==> src/rtl/opl3_i2s_tx.sv <==
// OPL3 I2S transmitter: single holding register rate adapter and BCLK/LRCLK generator.
// Optional OPL3_I2S_STATS_EN adds saturating underrun_cnt/overrun_cnt outputs.
module opl3_i2s_tx #(
   parameter int DAC_OUTPUT_WIDTH = 16,
   parameter int SLOT_WIDTH       = 32,
   parameter int BCLK_HALF_DIV    = 8
) (
   input  logic                               clk,
   input  logic                               reset,
   input  logic                               sample_valid,
   input  logic signed [DAC_OUTPUT_WIDTH-1:0] sample_l,
   input  logic signed [DAC_OUTPUT_WIDTH-1:0] sample_r,
   output logic                               i2s_bclk,
   output logic                               i2s_lrclk,
   output logic                               i2s_sdata,
   output logic                               frame_start,
   output logic                               underrun,
   output logic                               overrun
`ifdef OPL3_I2S_STATS_EN
   ,
   output logic [15:0]                        underrun_cnt,
   output logic [15:0]                        overrun_cnt
`endif
);

   localparam int FRAME_BITS = 2 * SLOT_WIDTH;
   localparam int BW = $clog2(FRAME_BITS);
   localparam int DW = (BCLK_HALF_DIV > 1) ? $clog2(BCLK_HALF_DIV) : 1;
   localparam logic [BW-1:0] BIT_LAST = BW'(FRAME_BITS - 1);
   localparam logic [BW-1:0] SLOT_W   = BW'(SLOT_WIDTH);
   localparam logic [DW-1:0] DIV_LAST = DW'(BCLK_HALF_DIV - 1);

   logic [DW-1:0] div_cnt;
   logic [BW-1:0] bit_cnt;
   logic [BW-1:0] bit_nxt;
   logic [BW-1:0] slot_k;
   logic signed [DAC_OUTPUT_WIDTH-1:0] tx_l;
   logic signed [DAC_OUTPUT_WIDTH-1:0] tx_r;
   logic signed [DAC_OUTPUT_WIDTH-1:0] hold_l;
   logic signed [DAC_OUTPUT_WIDTH-1:0] hold_r;
   logic signed [DAC_OUTPUT_WIDTH-1:0] tx_sel;
   logic hold_full;
   logic div_wrap;
   logic fall;
   logic frame_evt;
   logic right_nxt;
   logic sdata_nxt;
   logic load_tx;
   logic underrun_nxt;
   logic overrun_nxt;

   assign div_wrap  = (div_cnt == DIV_LAST);
   assign fall      = div_wrap && i2s_bclk;
   assign frame_evt = fall && (bit_cnt == BIT_LAST);
   assign bit_nxt   = (bit_cnt == BIT_LAST) ? '0 : bit_cnt + 1'b1;
   assign right_nxt = (bit_nxt >= SLOT_W);
   assign slot_k    = right_nxt ? bit_nxt - SLOT_W : bit_nxt;
   assign tx_sel    = right_nxt ? tx_r : tx_l;

   // Slot bit k carries sample bit W-k; bit 0 is the I2S one-BCLK delay
   always_comb begin
      sdata_nxt = 1'b0;
      for (int i = 1; i <= DAC_OUTPUT_WIDTH; i++) begin
         if (slot_k == BW'(i)) sdata_nxt = tx_sel[DAC_OUTPUT_WIDTH-i];
      end
   end

   assign load_tx      = frame_evt && hold_full;
   assign underrun_nxt = frame_evt && !hold_full;
   assign overrun_nxt  = sample_valid && hold_full && !frame_evt;

   always_ff @(posedge clk or posedge reset) begin
      if (reset) begin
         div_cnt     <= '0;
         bit_cnt     <= BIT_LAST;
         i2s_bclk    <= 1'b0;
         i2s_lrclk   <= 1'b0;
         i2s_sdata   <= 1'b0;
         frame_start <= 1'b0;
         underrun    <= 1'b0;
         overrun     <= 1'b0;
         tx_l        <= '0;
         tx_r        <= '0;
         hold_l      <= '0;
         hold_r      <= '0;
         hold_full   <= 1'b0;
      end else begin
         frame_start <= frame_evt;
         underrun    <= underrun_nxt;
         overrun     <= overrun_nxt;
         if (div_wrap) begin
            div_cnt  <= '0;
            i2s_bclk <= ~i2s_bclk;
         end else begin
            div_cnt  <= div_cnt + 1'b1;
         end
         if (fall) begin
            bit_cnt   <= bit_nxt;
            i2s_lrclk <= right_nxt;
            i2s_sdata <= sdata_nxt;
         end
         if (load_tx) begin
            tx_l <= hold_l;
            tx_r <= hold_r;
         end
         // A write on the frame-start clk lands after the load consumed the old value
         if (sample_valid) begin
            hold_l    <= sample_l;
            hold_r    <= sample_r;
            hold_full <= 1'b1;
         end else if (frame_evt) begin
            hold_full <= 1'b0;
         end
      end
   end

`ifdef OPL3_I2S_STATS_EN
   always_ff @(posedge clk or posedge reset) begin
      if (reset) begin
         underrun_cnt <= '0;
         overrun_cnt  <= '0;
      end else begin
         if (underrun_nxt && (underrun_cnt != 16'hFFFF))
            underrun_cnt <= underrun_cnt + 16'd1;
         if (overrun_nxt && (overrun_cnt != 16'hFFFF))
            overrun_cnt <= overrun_cnt + 16'd1;
      end
   end
`endif

endmodule

==> config.mk <==
export PLATFORM = sky130hd
export DESIGN_NAME = opl3_i2s_tx
export DESIGN_NICKNAME = d
export VERILOG_FILES = /design/src/rtl/opl3_i2s_tx.sv
export SDC_FILE = /design/constraint.sdc
export NUM_CORES = 1
export LEC_CHECK = 0
export CORE_MARGIN = 4
export CORE_UTILIZATION = 60
export DETAILED_ROUTE_END_ITERATION = 12
export PLACE_DENSITY = 0.83
export SYNTH_ARGS = -nofsm -noshare
export SYNTH_HDL_FRONTEND = slang
export SYNTH_SLANG_ARGS = --single-unit
==> constraint.sdc <==
create_clock -name clk -period 4.2 [get_ports clk]
set_clock_uncertainty 0.05 [all_clocks]
set_input_delay 0.84 -clock clk [delete_from_list [all_inputs] [get_ports clk]]
set_output_delay 0.84 -clock clk [all_outputs]
set_load 0.1 [all_outputs]
### Yosys cells after proc, flatten, opt, wreduce, memory -nomap -nowiden

Index checks and enable logic that the tools add are counted.

| storage, ports and cells | value |
|---|---|
| register bits | 80 |
| latch bits | 0 |
| bits in writable memories | 0 |
| ROM bits | 0 |
| input port bits | 35 |
| memories kept | 0 |

| cells by class | value |
|---|---|
| add/sub/neg operators | 3 |
| multiply operators | 0 |
| div/mod/pow operators | 0 |
| order comparisons | 1 |
| equal/unequal tests | 18 |
| shifts and indexed selects | 0 |
| mux-type cells | 22 |
| bitwise gates (word level) | 1 |
| reductions and logical operators | 9 |

Operator list:

| cell | count |
|---|---|
| $eq A6 B4 Y1 const B | 8 |
| $eq A6 B3 Y1 const B | 4 |
| $mux W1 | 18 |
| $mux W16 | 1 |
| $eq A6 B2 Y1 const B | 2 |
| $mux W6 | 2 |
| $add A6 B1 Y6 const B | 1 |
| $eq A6 B1 Y1 const B | 1 |
| $eq A6 B5 Y1 const B | 1 |
| $eq A6 B6 Y1 const B | 1 |
| $ge A6 B6 Y1 const B | 1 |
| $logic_and A1 B1 Y1 | 6 |
| $sub A6 B6 Y6 const B | 1 |
| $add A3 B1 Y3 const B | 1 |
| $eq A3 B3 Y1 const B | 1 |
| $mux W3 | 1 |
| $logic_not A1 Y1 | 2 |
| $reduce_bool A2 Y1 | 1 |
| $not A1 Y1 | 1 |

### Longest topological paths before layout

| logic depth | value |
|---|---|
| depth after elaboration | 21 |
| mapped depth | 10 |

### Least setup slack after synthesis

Ideal clock, no wire load.

| path | value |
|---|---|
| path kind | register -> register |
| from | register bit_cnt[1] |
| to | register i2s_sdata |
| data arrival time | 2.273 ns |
| slack | 1.759 ns |
| cell stages (with the launch flop) | 9 |
| cell sequence | dfstp_2 > ha_1 > a21o_1 > a21boi_2 > nor2_2 > mux2_4 > a2111oi_2 > o221ai_1 > a21o_1 |

| between the ends | value |
|---|---|
| word-level cells in the longest chain between the ends | 21 |
| elaborated cells between the ends (all ways) | 39 |
| those cells by class | add/sub: 2; order compare: 1; eq/ne: 17; mux: 19 |

Ends and longest elaborated chain:

| element | line | source |
|---|---|---|
| start, declared | 34 | `logic [BW-1:0] bit_cnt;` |
| start signal, assigned | 98 | `bit_cnt <= bit_nxt;` |
| $add A6 B1 Y6 / $eq A6 B6 Y1 (equally long branches) | 55 | `assign bit_nxt = (bit_cnt == BIT_LAST) ? '0 : bit_cnt + 1'b1;` |
| $mux W6 * | 55 |  |
| $sub A6 B6 Y6 / $ge A6 B6 Y1 (equally long branches) | 57, 56 |  |
| $mux W6 | 57 | `assign slot_k = right_nxt ? bit_nxt - SLOT_W : bit_nxt;` |
| $eq A6 B1 Y1 | 64 | `if (slot_k == BW'(i)) sdata_nxt = tx_sel[DAC_OUTPUT_WIDTH-i];` |
| $mux W1 (15 in a row) | 64 |  |
| $mux W1 * | 64 |  |
| end signal, assigned | 100 | `i2s_sdata <= sdata_nxt;` |
| end, declared | 15 | `output logic i2s_sdata,` |

Mark *: on every way between the ends. The rest lies on a longest branch, timed or not.
A chain may end at the register's enable or synchronous reset.

### Final worst setup path

| path | value |
|---|---|
| from | register bit_cnt[0] |
| to | register i2s_sdata |

The elaborated chain is that of the path after synthesis.

==> flow_summary.yaml <==
detailed_routing:
  drt-wirelength-per-cell_microns: 18.4
  routed_wl_mm: 7.40
  drt_iter0_markers: 118
  vias: 2384
  drc: 0
  dr.pass1.iters: 4
  vias_per_cell: 5.92
  ant_nets: 0
sta:
  period_share_pct: 70.2
  slew_violations: 0
  rsz0062_at_grt: "false"
  finalSetupTns_ns: 0
  hold_violations: 0
  timing.final.ws_setup_ns: 1.25
  period_minus_slack_ns: 2.95
  fmax_mhz: 339
  relSlewSlack_pct: 35.4
  tightest_slew_ns: 0.966
  setup_viol: 0
placed_design:
  place_ws_ns: 1.30
  dpl_cell_area_sq_um: 4170
  place_congestion: 0.868
  io_buffers: 40
  hpwl_mm: 5.30
layout:
  syn2layout_area_growth_pct: 17.9
  diodes: 0
  fin_area_sq_um: 4390
  nets: 365
  final_layout_size_suffix_gt1_share_pct: 32.6
global_routing:
  antenna_found_initial: 0
  grt_usage_pct: 21.6
  grt_remaining_overflow: 0
  grt_first_pass_wirelength_mm: 12.2
  grt_pass1_vias: 2477
  grt_max_degree: 44
synth:
  async_flop_share_pct: 100
  ys_ff_latch: 80
  syn-num-nets: 328
  synthesis.area_sq_um: 3720
  synth_top_area_share_pct: 49.7
  postSynthCellCount: 286
  yosys.area.top_type: "dfrtp_1"
  synth.distinct_cells: 57
  synth_area_leaders: "dfrtp_1, mux2_2, dfstp_2"
  synth_edf_count: 0
  yosysSeqAreaShare_pct: 54.0
  synthFlopType: "dfrtp_1"
  synth_area_per_cell_sq_um: 13.0
  yosysWarnings: 0
worst_setup_path:
  cp_max_fo: 12
  rr_worst_depth: 8
  crit_required_ns: 4.40
  cp-end-kind: "flip-flop"
  startpoint_type: "flip-flop"
  arrival_ns: 3.15
  critPathKind: "flip-flop to flip-flop"
die:
  core_area_sq_um: 5960
  io_pins: 41
  row_count: 28
  die_x_microns: 86.8
  die-area_sq_um: 7530
  start_util_pct: 62.5
  dieHeight_microns: 86.8
pwr:
  pwr-share-seq_pct: 53.3
  clockPowerShare_pct: 40.5
  power_density_nw_per_um2: 349
  vdd_drop_max_mv: 0.393
  intPower_w: 0.00121
  p_leak_nw: 2.01
  pwr-share-comb_pct: 6.2
  p_total_w: 0.00153
  p_sw_share_pct: 21.1
  p_switching_w: 0.000324
cts:
  ctsResizeCount: 0
  post-cts-setup-buffers: 0
  cts_tree: "built"
  clkTransAtPathRegs_ns: 0.08
  root_buffer: "clkbuf_8"
  insertion_delay_ns: 0.35
  htreeDepth: 3
  cts.sinks: 80
  cts_buffers: 9
  clk_path_buf_depth: 2
  cts_hold_buf: 0
run_status:
  status: "finished, final reports clean"
worst_hold_path:
  whs_path_depth: 1
  worstHoldPathType: "flip-flop to flip-flop"
run:
  maxCapViolCount: 0
[per-layer routing]
layer	track usage (%)	wire, microns	vias to the layer above
met5	0	0	-
met4	8.36	114	0
met3	4.85	432	12
met2	35.8	3730	69
met1	27.7	3120	1182
li1	-	-	1121
[worst max-delay path: stages, from the launching register on]
cell and delay, ns:
dfstp_2 0.64, ha_1 0.38, a21o_1 0.16, a21boi_2 0.08
nor2_2 0.43, mux2_4 0.35, a2111oi_2 0.39, o221ai_1 0.18
a21o_1 0.17
[final timing paths]
path                                             start                      to  slack, ns
worst min-delay path              div_cnt[0]$_DFF_PP0_    div_cnt[0]$_DFF_PP0_       0.40
worst max register to register  bit_cnt[0]$_DFFE_PP1P_   i2s_sdata$_DFFE_PP0P_       1.25
worst min register to register    div_cnt[0]$_DFF_PP0_    div_cnt[0]$_DFF_PP0_       0.40
worst max-delay path            bit_cnt[0]$_DFFE_PP1P_   i2s_sdata$_DFFE_PP0P_       1.25
min in group asynchronous                        reset  hold_r[12]$_DFFE_PP0P_       0.93
max in group asynchronous                        reset     tx_l[7]$_DFFE_PP0P_       2.48
[cell type report]
| type | count | area (sq um) |
|---|---|---|
| Sequential cell | 80 | 2010 |
| Multi-Input combinational cell | 183 | 1610 |
| Fill cell | 417 | 1570 |
| Timing Repair Buffer | 43 | 435 |
| Clock buffer | 11 | 141 |
| Tap cell | 75 | 93.8 |
| Clock inverter | 5 | 80.1 |
| Inverter | 6 | 22.5 |
[kinds of logic (layout without fill, tap and decap cells)]
family                     count (synthesis)  in the layout  synth area share [%]
buffers and inverters                     23             65                  2.82
adders and majority gates                  7              7                  2.35
DFF                                       80             80                  54.0
AOI/OAI and AO/OA                         48             48                  9.68
xor gates and xnor gates                   5              5                  1.18
muxes                                     72             72                  22.2
and+or+nand+nor                           51             51                  7.80
[flip-flops by register name, summed over array words and instances, names as in the netlist]
register,count
hold_r,16
hold_full,1
underrun,1
tx_r,16
i2s_bclk,1
frame_start,1
tx_l,16
i2s_sdata,1
bit_cnt,6
overrun,1
i2s_lrclk,1
div_cnt,3
hold_l,16
[power by group through the flow]
stage	registers [W]	logic, W	clock network, W
3_5_place_dp	0.000834	0.0000974	0
6_report	0.000818	0.0000954	0.000621
2_1_floorplan	0.000830	0.0000491	0
5_1_grt	0.000821	0.000105	0.000672
4_1_cts	0.000819	0.0000981	0.000635
3_3_place_gp	0.000831	0.0000925	0
[through the flow]
step	std cells	hold WS [ns]	util [%]
after CTS	403	0.397	73.7
after detailed placement	387	0.387	70.0
after floorplan	286	0.353	-
final	403	0.399	73.7
after global placement	387	0.364	70.0
after global routing	403	0.435	73.7
[Yosys cell counts (all sizes together), types with 3 or more instances]
| master | count |
|---|---|
| o21ai | 9 |
| o31ai | 3 |
| dfrtp | 74 |
| and3 | 5 |
| xnor2 | 3 |
| nand3 | 5 |
| nand3b | 3 |
| mux2i | 3 |
| a21boi | 4 |
| nor2 | 11 |
| dfstp | 6 |
| ha | 7 |
| buf | 9 |
| mux2 | 68 |
| inv | 6 |
| a21oi | 7 |
| nor4b | 3 |
| a21o | 4 |
| a31oi | 4 |
| clkbuf | 8 |
| nand2 | 14 |
[placed cells by master, fill, tap and decap left out, drive strengths merged, types with 2 or more instances in the layout]
cell and count:
clkdlybuf4s50 40, nand2 14, a21boi 4, nor2 11, dfrtp 74, bufinv 2, o21ai 9, o221a 2
nand3b 3, mux2 68, o22ai 2, and3 5, a21o 4, a21oi 7, clkinvlp 2, ha 7
mux2i 3, a31oi 4, inv 6, clkbuf 11, buf 3, o31ai 3, xnor2 3, nand3 5
nor4b 3, or3 2, o32ai 2, dfstp 6, xor2 2
Power figures use the tool's default switching activity.
